<file path="src/rtl/aero_spi_pkg.sv">
// Shared definitions for the AEROFC SPI register bank: register addresses,
// FSM state encoding and the write-permission rule.
package aero_spi_pkg;

    typedef enum logic [1:0] {
        ST_IDLE = 2'd0,
        ST_ADDR = 2'd1,
        ST_DATA = 2'd2
    } state_t;

    localparam logic [6:0] ADDR_VERSION = 7'h00;
    localparam logic [6:0] ADDR_BOOT    = 7'h01;
    localparam logic [6:0] ADDR_SCRATCH = 7'h02;
    localparam logic [6:0] ADDR_ERR_CNT = 7'h03;

    function automatic logic is_writable(input logic [6:0] addr);
        return (addr == ADDR_BOOT) || (addr == ADDR_SCRATCH);
    endfunction

endpackage

</file>
<file path="src/rtl/spi_reg_bank_if.sv">
// Byte-level link between the SPI slave shifter and the register bank.
interface spi_reg_bank_if;
    logic       transaction_begin;
    logic       rx_byte_available;
    logic [7:0] rx_byte;
    logic [7:0] tx_byte;
    logic       bootloader_force;
    logic [7:0] scratch;
    logic [7:0] err_count;
    logic       wr_strobe;

    modport master (
        output transaction_begin, rx_byte_available, rx_byte,
        input  tx_byte, bootloader_force, scratch, err_count, wr_strobe
    );

    modport slave (
        input  transaction_begin, rx_byte_available, rx_byte,
        output tx_byte, bootloader_force, scratch, err_count, wr_strobe
    );
endinterface

</file>
<file path="src/rtl/edge_detect_rise.sv">
// Rising-edge detector for a level that is already synchronous to clk.
module edge_detect_rise (
    input  logic clk,
    input  logic reset,
    input  logic din,
    output logic rise
);
    logic din_d, din_q;
    logic armed_d, armed_q;

    always_comb begin
        din_d   = din;
        armed_d = 1'b1;
    end

    always_ff @(posedge clk or posedge reset) begin
        if (reset) begin
            din_q   <= 1'b0;
            armed_q <= 1'b0;
        end else begin
            din_q   <= din_d;
            armed_q <= armed_d;
        end
    end

    // armed_q masks the first cycle after reset so a level held high across
    // reset release never looks like a fresh byte.
    assign rise = din & ~din_q & armed_q;
endmodule

</file>
<file path="src/rtl/spi_reg_bank.sv">
// AEROFC SPI register bank: address byte then a burst of data bytes,
// read or write, with a saturating counter of rejected writes.
module spi_reg_bank
    import aero_spi_pkg::*;
#(
    parameter logic [7:0] FPGA_VER = 8'hC1,
    parameter logic [7:0] ERR_SAT  = 8'hFF
) (
    input  logic           clk,
    input  logic           reset,
    spi_reg_bank_if.slave  bus
);
    logic       byte_evt;
    state_t     state_d, state_q;
    logic [6:0] addr_d, addr_q, addr_next;
    logic       dir_d, dir_q;
    logic [7:0] tx_d, tx_q;
    logic       boot_d, boot_q;
    logic [7:0] scratch_d, scratch_q;
    logic [7:0] err_d, err_q;
    logic       strobe_d, strobe_q;

    function automatic logic [7:0] read_reg(input logic [6:0] a, input logic boot,
                                            input logic [7:0] scr, input logic [7:0] err);
        case (a)
            ADDR_VERSION: return FPGA_VER;
            ADDR_BOOT:    return {7'b0, boot};
            ADDR_SCRATCH: return scr;
            ADDR_ERR_CNT: return err;
            default:      return 8'h00;
        endcase
    endfunction

    function automatic logic [7:0] sat_inc(input logic [7:0] v);
        return (v == ERR_SAT) ? v : v + 8'd1;
    endfunction

    edge_detect_rise u_rx_edge (
        .clk   (clk),
        .reset (reset),
        .din   (bus.rx_byte_available),
        .rise  (byte_evt)
    );

    assign addr_next = addr_q + 7'd1;

    always_comb begin
        state_d   = state_q;
        addr_d    = addr_q;
        dir_d     = dir_q;
        tx_d      = tx_q;
        boot_d    = boot_q;
        scratch_d = scratch_q;
        err_d     = err_q;
        strobe_d  = 1'b0;
        // A new transaction overrides any byte arriving in the same cycle.
        if (bus.transaction_begin) begin
            state_d = ST_ADDR;
            tx_d    = 8'h00;
        end else if (byte_evt) begin
            case (state_q)
                ST_ADDR: begin
                    addr_d  = bus.rx_byte[6:0];
                    dir_d   = bus.rx_byte[7];
                    state_d = ST_DATA;
                    if (!bus.rx_byte[7])
                        tx_d = read_reg(bus.rx_byte[6:0], boot_q, scratch_q, err_q);
                end
                ST_DATA: begin
                    addr_d = addr_next;
                    if (dir_q) begin
                        if (is_writable(addr_q)) begin
                            strobe_d = 1'b1;
                            if (addr_q == ADDR_BOOT)
                                boot_d = bus.rx_byte[0];
                            else
                                scratch_d = bus.rx_byte;
                        end else begin
                            err_d = sat_inc(err_q);
                        end
                    end else begin
                        tx_d = read_reg(addr_next, boot_q, scratch_q, err_q);
                    end
                end
                default: ;
            endcase
        end
    end

    always_ff @(posedge clk or posedge reset) begin
        if (reset) begin
            state_q   <= ST_IDLE;
            addr_q    <= 7'h00;
            dir_q     <= 1'b0;
            tx_q      <= 8'h00;
            boot_q    <= 1'b0;
            scratch_q <= 8'h00;
            err_q     <= 8'h00;
            strobe_q  <= 1'b0;
        end else begin
            state_q   <= state_d;
            addr_q    <= addr_d;
            dir_q     <= dir_d;
            tx_q      <= tx_d;
            boot_q    <= boot_d;
            scratch_q <= scratch_d;
            err_q     <= err_d;
            strobe_q  <= strobe_d;
        end
    end

    assign bus.tx_byte          = tx_q;
    assign bus.bootloader_force = boot_q;
    assign bus.scratch          = scratch_q;
    assign bus.err_count        = err_q;
    assign bus.wr_strobe        = strobe_q;
endmodule
</file>
<file path="src/flat_wrapper.sv">
// flat-port wrapper written by rule: the top's interface ports become plain ports
module spi_reg_bank_flat import aero_spi_pkg::*;
#(
    parameter logic [7:0] FPGA_VER = 8'hC1,
    parameter logic [7:0] ERR_SAT  = 8'hFF
)
  (clk, reset, bus_transaction_begin, bus_rx_byte_available, bus_rx_byte, bus_tx_byte, bus_bootloader_force, bus_scratch, bus_err_count, bus_wr_strobe);
  spi_reg_bank_if bus_i ();
  input  logic clk;
  input  logic reset;
  input wire logic [$bits(bus_i.transaction_begin)-1:0] bus_transaction_begin;
  input wire logic [$bits(bus_i.rx_byte_available)-1:0] bus_rx_byte_available;
  input wire logic [$bits(bus_i.rx_byte)-1:0] bus_rx_byte;
  output wire logic [$bits(bus_i.tx_byte)-1:0] bus_tx_byte;
  output wire logic [$bits(bus_i.bootloader_force)-1:0] bus_bootloader_force;
  output wire logic [$bits(bus_i.scratch)-1:0] bus_scratch;
  output wire logic [$bits(bus_i.err_count)-1:0] bus_err_count;
  output wire logic [$bits(bus_i.wr_strobe)-1:0] bus_wr_strobe;
  assign bus_i.transaction_begin = bus_transaction_begin;
  assign bus_i.rx_byte_available = bus_rx_byte_available;
  assign bus_i.rx_byte = bus_rx_byte;
  assign bus_tx_byte = bus_i.tx_byte;
  assign bus_bootloader_force = bus_i.bootloader_force;
  assign bus_scratch = bus_i.scratch;
  assign bus_err_count = bus_i.err_count;
  assign bus_wr_strobe = bus_i.wr_strobe;
  spi_reg_bank #(.FPGA_VER(FPGA_VER), .ERR_SAT(ERR_SAT)) u_core (.clk(clk), .reset(reset), .bus(bus_i));
endmodule
</file>
<file path="config.mk">
export PLATFORM = sky130hd
export DESIGN_NAME = spi_reg_bank_flat
export DESIGN_NICKNAME = d
export VERILOG_FILES = /design/src/rtl/aero_spi_pkg.sv /design/src/rtl/spi_reg_bank_if.sv /design/src/rtl/edge_detect_rise.sv /design/src/rtl/spi_reg_bank.sv /design/src/flat_wrapper.sv
export SDC_FILE = /design/constraint.sdc
export NUM_CORES = 1
export LEC_CHECK = 0
export BUFFER_PORTS_ARGS = -buffer_cell sky130_fd_sc_hd__buf_2
export CORE_MARGIN = 2
export CORE_UTILIZATION = 60
export DETAILED_ROUTE_END_ITERATION = 10
export MAX_ROUTING_LAYER = met4
export PLACE_DENSITY = 0.84
export SLEW_MARGIN = 20
export SYNTH_ARGS = -nofsm -noshare
export SYNTH_HDL_FRONTEND = slang
export SYNTH_SLANG_ARGS = --single-unit
export TNS_END_PERCENT = 30
</file>
<file path="constraint.sdc">
create_clock -name clk -period 2.8 [get_ports clk]
set_input_delay 0.7 -clock clk [delete_from_list [all_inputs] [get_ports clk]]
set_output_delay 0.7 -clock clk [all_outputs]
set_load 0.02 [all_outputs]
</file>
Word level (Yosys, flattened, before mapping)
Index checks and enable logic that the tools add are counted.
{"block": "classes", "n_addsub": 2, "eq_ne": 13, "mux": 16, "bitwise": 7, "reduce_logical": 14}
{"op": "$pmux W8 S4", "count": 2}
{"op": "$eq A7 B2 Y1 const B", "count": 5}
{"op": "$mux W8", "count": 4}
{"op": "$eq A7 B1 Y1 const B", "count": 3}
{"op": "$reduce_and A6 Y1", "count": 3}
{"op": "$pmux W8 S2", "count": 1}
{"op": "$logic_not A7 Y1", "count": 2}
{"op": "$pmux W7 S2", "count": 1}
{"op": "$add A8 B1 Y8 const B", "count": 1}
{"op": "$eq A8 B8 Y1 const B", "count": 1}
{"op": "$add A7 B1 Y7 const B", "count": 1}
{"op": "$mux W2", "count": 3}
{"op": "$ne A3 B3 Y1 const B", "count": 2}
{"op": "$reduce_and A3 Y1", "count": 2}
{"op": "$reduce_bool A2 Y1", "count": 3}
{"op": "$mux W1", "count": 5}
{"op": "$not A1 Y1", "count": 5}
{"op": "$reduce_and A4 Y1", "count": 1}
{"op": "$reduce_bool A3 Y1", "count": 1}
{"op": "$and A1 B1 Y1", "count": 2}
{"op": "$eq A2 B1 Y1 const B", "count": 1}
{"op": "$eq A2 B2 Y1 const B", "count": 1}
{"op": "$reduce_and A2 Y1", "count": 1}
{"op": "$logic_or A1 B1 Y1", "count": 1}
{"block": "word_totals", "register_bits": 38, "out_inout_bits": 26, "word_cells": 62}

Longest topological paths before layout
{"block": "depth", "word_depth": 7, "ltp_mapped": 8, "depth_no_buf": 6}

By module
Synthesis repeated with hierarchy kept, for this count alone.
{"block": "hier_totals", "hier_cells": 221, "hier_area_um2": 2182.1}
{"module": "spi_reg_bank", "n_inst": 1, "cells_per_inst": 216, "area_each_um2": 2115.8, "seq_area_each_um2": 900.9}
{"module": "edge_detect_rise", "n_inst": 1, "cells_per_inst": 5, "area_each_um2": 66.3, "seq_area_each_um2": 50.0}

Worst setup path after synthesis
Ideal clock, no wire load.
{"block": "synth_timing", "path_type": "input -> register", "start": "in bus_transaction_begin", "end": "reg u_core.scratch_q[2], in the netlist u_core.bus.scratch[2]", "arrival_time_ns": 1.924, "required_time_ns": 2.675, "path_slack_ns": 0.751, "stages": 4, "n_path_buf": 0, "cell_sequence": "and4bb_4 -> nand4_2 -> nor3b_4 -> mux2_2"}
{"block": "synth_via", "elab_chain_cells": 2}
{"item": "from (decl)", "line": "flat_wrapper.sv:11", "source": "input wire logic [$bits(bus_i.transaction_begin)-1:0] bus_transaction_begin;"}
{"item": "$not A1 Y1 (no line)"}
{"item": "$reduce_and A6 Y1 (no line)"}
{"item": "to (signal assigned)", "line": "spi_reg_bank.sv:106", "source": "scratch_q <= scratch_d;"}
{"item": "to (decl)", "line": "spi_reg_bank.sv:19", "source": "logic [7:0] scratch_d, scratch_q;"}
No other way between the ends.
A chain may end at the register's enable or synchronous reset.

Worst setup path after layout
{"block": "layout_timing", "start": "reg u_core.addr_q[1]", "end": "reg u_core.err_q[1], in the netlist u_core.bus.err_count[1]"}
{"block": "layout_via", "elab_chain_cells": 4, "word_cells_on_any_way": 5, "classes_between": "eq/ne: 2; bitwise: 1; reduce/logical: 2"}
{"item": "from (decl)", "line": "spi_reg_bank.sv:15", "source": "logic [6:0] addr_d, addr_q, addr_next;"}
{"item": "from (signal assigned)", "line": "spi_reg_bank.sv:102", "source": "addr_q <= addr_d;"}
{"item": "$eq A7 B1 Y1 or $eq A7 B2 Y1 (tied branches)", "line": "aero_spi_pkg.sv:17", "source": "return (addr == ADDR_BOOT) || (addr == ADDR_SCRATCH);"}
{"item": "$logic_or A1 B1 Y1 (*)", "line": "aero_spi_pkg.sv:17"}
{"item": "$not A1 Y1 (no line) (*)"}
{"item": "$reduce_and A6 Y1 (no line) (*)"}
{"item": "to (signal assigned)", "line": "spi_reg_bank.sv:107", "source": "err_q <= err_d;"}
{"item": "to (decl)", "line": "spi_reg_bank.sv:20", "source": "logic [7:0] err_d, err_q;"}
Mark *: on every way between the ends. The rest lies on a longest branch, timed or not.

==> impl_metrics.tcl <==
set metrics [dict create \
    status "complete, no violations" \
    antenna_found_initial 0 \
    ys_types 52 \
    cts_buffers 5 \
    slew_headroom_pct 47.1 \
    start_util_pct 62.1 \
    p_per_area_nw_per_um2 554 \
    grt_overflow 0 \
    power.switching_uw 427 \
    cts_hold_buf 0 \
    cap_violations 0 \
    leakage_uw 0.00124 \
    cts_setup_buffers 0 \
    grt_max_degree 39 \
    wirelength_um 5360 \
    vias_per_cell 6.14 \
    postSynth.asyncResetShare_pct 100 \
    drive_gt1_share_pct 28.3 \
    finalHoldViolCount 0 \
    drv_slew 0 \
    die_w_um 65.5 \
    synth_nets 250 \
    die_area_um2 4300 \
    cp.arrival_ps 2390 \
    fillers 269 \
    yosys_most_used_dff "dfrtp_1" \
    finalWorstSetupSlack_ps 591 \
    cts_buffer_depth 2 \
    antennaDiodeCount 0 \
    ctsRootBufferMaster "clkbuf_8" \
    drtPass1Iterations 4 \
    peakVddDrop_uv 548 \
    cts_resized 0 \
    cp_max_fo 11 \
    intPower_uw 1020 \
    final_common_cell "dfrtp_1" \
    rows 22 \
    skew_ps 9.07 \
    reg2reg_depth 6 \
    clock-sinks 38 \
    rsz0062_at_grt "no" \
    fin_crit_ps 2210 \
    h-tree-depth 2 \
    final-setup-viol-count 0 \
    grt_pass1_vias 1707 \
    worstReg2RegStart "u_core.addr_q[1]" \
    worstMarginPinSlew_ps 791 \
    power_frac_comb_pct 16.3 \
    num_vias 1923 \
    pwr-share-clk_pct 39.1 \
    avgRoutedWirePerCell_um 17.1 \
    seqPwrFrac_pct 44.6 \
    ys_ff_latch 38 \
    worst_hold_path_type "in -> async" \
    grt_pass1_wl_um 8530 \
    grt_use_total_pct 27.6 \
    clk_latency_ps 300 \
    synth_edf_count 0 \
    clk_pin_slew_ps 80 \
    final_cell_mix "dfrtp_1, buf_2, nand2_1, mux2_2, a21oi_1" \
    yosysWarnings 0 \
    dp_slack_ps 485 \
    core-area_um2 3660 \
    place_congestion 0.879 \
    required_ps 2980 \
    drc 0 \
    end_kind "flip-flop" \
    die_h_um 65.5 \
    place_hpwl_um 3870 \
    r2r_setup_slack_ps 590 \
    timing.fmax_mhz 453 \
    io_buffers 37 \
    drtAntennaViolNets 0 \
    synth_area_um2 2270 \
    ioPinCount 38 \
    synth_area_per_cell_um2 9.92 \
    netlist_instances 229 \
    fin_tns_setup_ps 0 \
    yosysSeqAreaShare_pct 41.9 \
    drt_iter0_drc 142 \
    sw_frac_of_total_pct 29.4 \
    tritoncts "done" \
    area_growth_pct 15.3 \
    cp-start-kind "flip-flop" \
    nets 285 \
    worstSetupPathType "reg -> reg" \
    timing.rr.end "u_core.bus.err_count[1]" \
    fin_crit_sh_pct 78.9 \
]
## registers in the layout, summed over array words and instances, names as in the netlist
name                         count
u_core.bus.err_count             8
u_core.bus.scratch               8
u_core.bus.tx_byte               8
u_core.addr_q                    7
u_core.state_q                   2
u_core.bus.bootloader_force      1
u_core.bus.wr_strobe             1
u_core.dir_q                     1
u_core.u_rx_edge.armed_q         1
u_core.u_rx_edge.din_q           1
## layer usage
layer | part of all wire, % | vias to the layer above | track usage (%) | wire length (um)
li1 | - | 910 | - | -
met1 | 42 | 923 | 35.3 | 2260
met2 | 49 | 80 | 43.2 | 2630
met3 | 6.9 | 10 | 5.48 | 369
met4 | 1.9 | 0 | 11.2 | 101
met5 | 0 | - | - | 0
## worst max path at each step
stage                     depth (start not counted)             startpoint  slack, ps                       to
after global placement                            5  bus_transaction_begin        530    u_core.bus.scratch[0]
final                                             6       u_core.addr_q[1]        590  u_core.bus.err_count[1]
after floorplan                                   4  bus_transaction_begin        750    u_core.bus.scratch[2]
after detailed placement                          5  bus_transaction_begin        490    u_core.bus.scratch[7]
after global routing                              6       u_core.addr_q[1]        480  u_core.bus.err_count[1]
after CTS                                         6       u_core.addr_q[1]        600  u_core.bus.err_count[1]
## worst max-delay path, cell delays in order, from the launching register on
cell and delay [ps]:
dfrtp_1 480, inv_1 140, ha_1 480, nor2_1 190, o311ai_4 400, nor2_2 90
mux2_4 310
## synth_stat cells (2+ instances only)
master	count	area, um^2
dfrtp_1	38	951
nand2_1	30	113
mux2_2	15	169
a21oi_1	14	70.1
nand3_1	10	50.1
ha_1	9	113
inv_1	8	30.0
nor2_1	8	30.0
clkbuf_1	7	26.3
o31ai_1	7	52.6
xor2_1	7	61.3
nor3_1	6	30.0
o21ai_0	6	30.0
a22o_1	5	43.8
a32oi_1	5	43.8
nor2b_1	5	31.3
or2_2	4	25.0
a31oi_1	3	18.8
nand4_1	3	18.8
nor3b_1	3	22.5
a22oi_1	2	15.0
mux2i_1	2	20.0
o22ai_1	2	12.5
o311ai_0	2	17.5
## cells by family after synthesis
group | synth area share [%]
compound gates | 17.1
xor+xnor | 2.70
fa+ha+maj | 4.96
buf+inv | 3.58
flops | 41.9
mux | 8.98
other cells | 0.165
simple gates | 20.7
## area by class of cell
cell class | instances | area, um^2 | share of cell area [%]
repair buffers | 39 | 200 | 7.64
multi-input cells | 172 | 1240 | 47.3
well taps | 48 | 60.1 | 2.29
flip-flops and latches | 38 | 951 | 36.3
clock buffers | 5 | 68.8 | 2.63
inverters | 8 | 30.0 | 1.15
clock inverters | 3 | 68.8 | 2.63
## through the flow
| step | std cells | hold slack [ps] | power (uW) | instance area [um^2] | utilization [%] |
|---|---|---|---|---|---|
| 4_1_cts | 313 | 493 | 1450 | 2620 | 71.5 |
| 3_5_place_dp | 305 | 473 | 884 | 2480 | 67.8 |
| 3_3_place_gp | 305 | 475 | 869 | 2480 | 67.8 |
| 5_1_grt | 313 | 529 | 1500 | 2620 | 71.5 |
| 2_1_floorplan | 229 | 478 | 820 | 2270 | - |
| 6_report | 313 | 496 | 1450 | 2620 | 71.5 |
## power groups by stage
stage	clock network (uW)	logic (uW)	registers, uW
floorplan	0	187	633
global placement	0	220	649
detailed placement	0	232	652
CTS	575	235	642
global route	588	263	651
finish	567	237	646
Power figures use the tool's default switching activity.
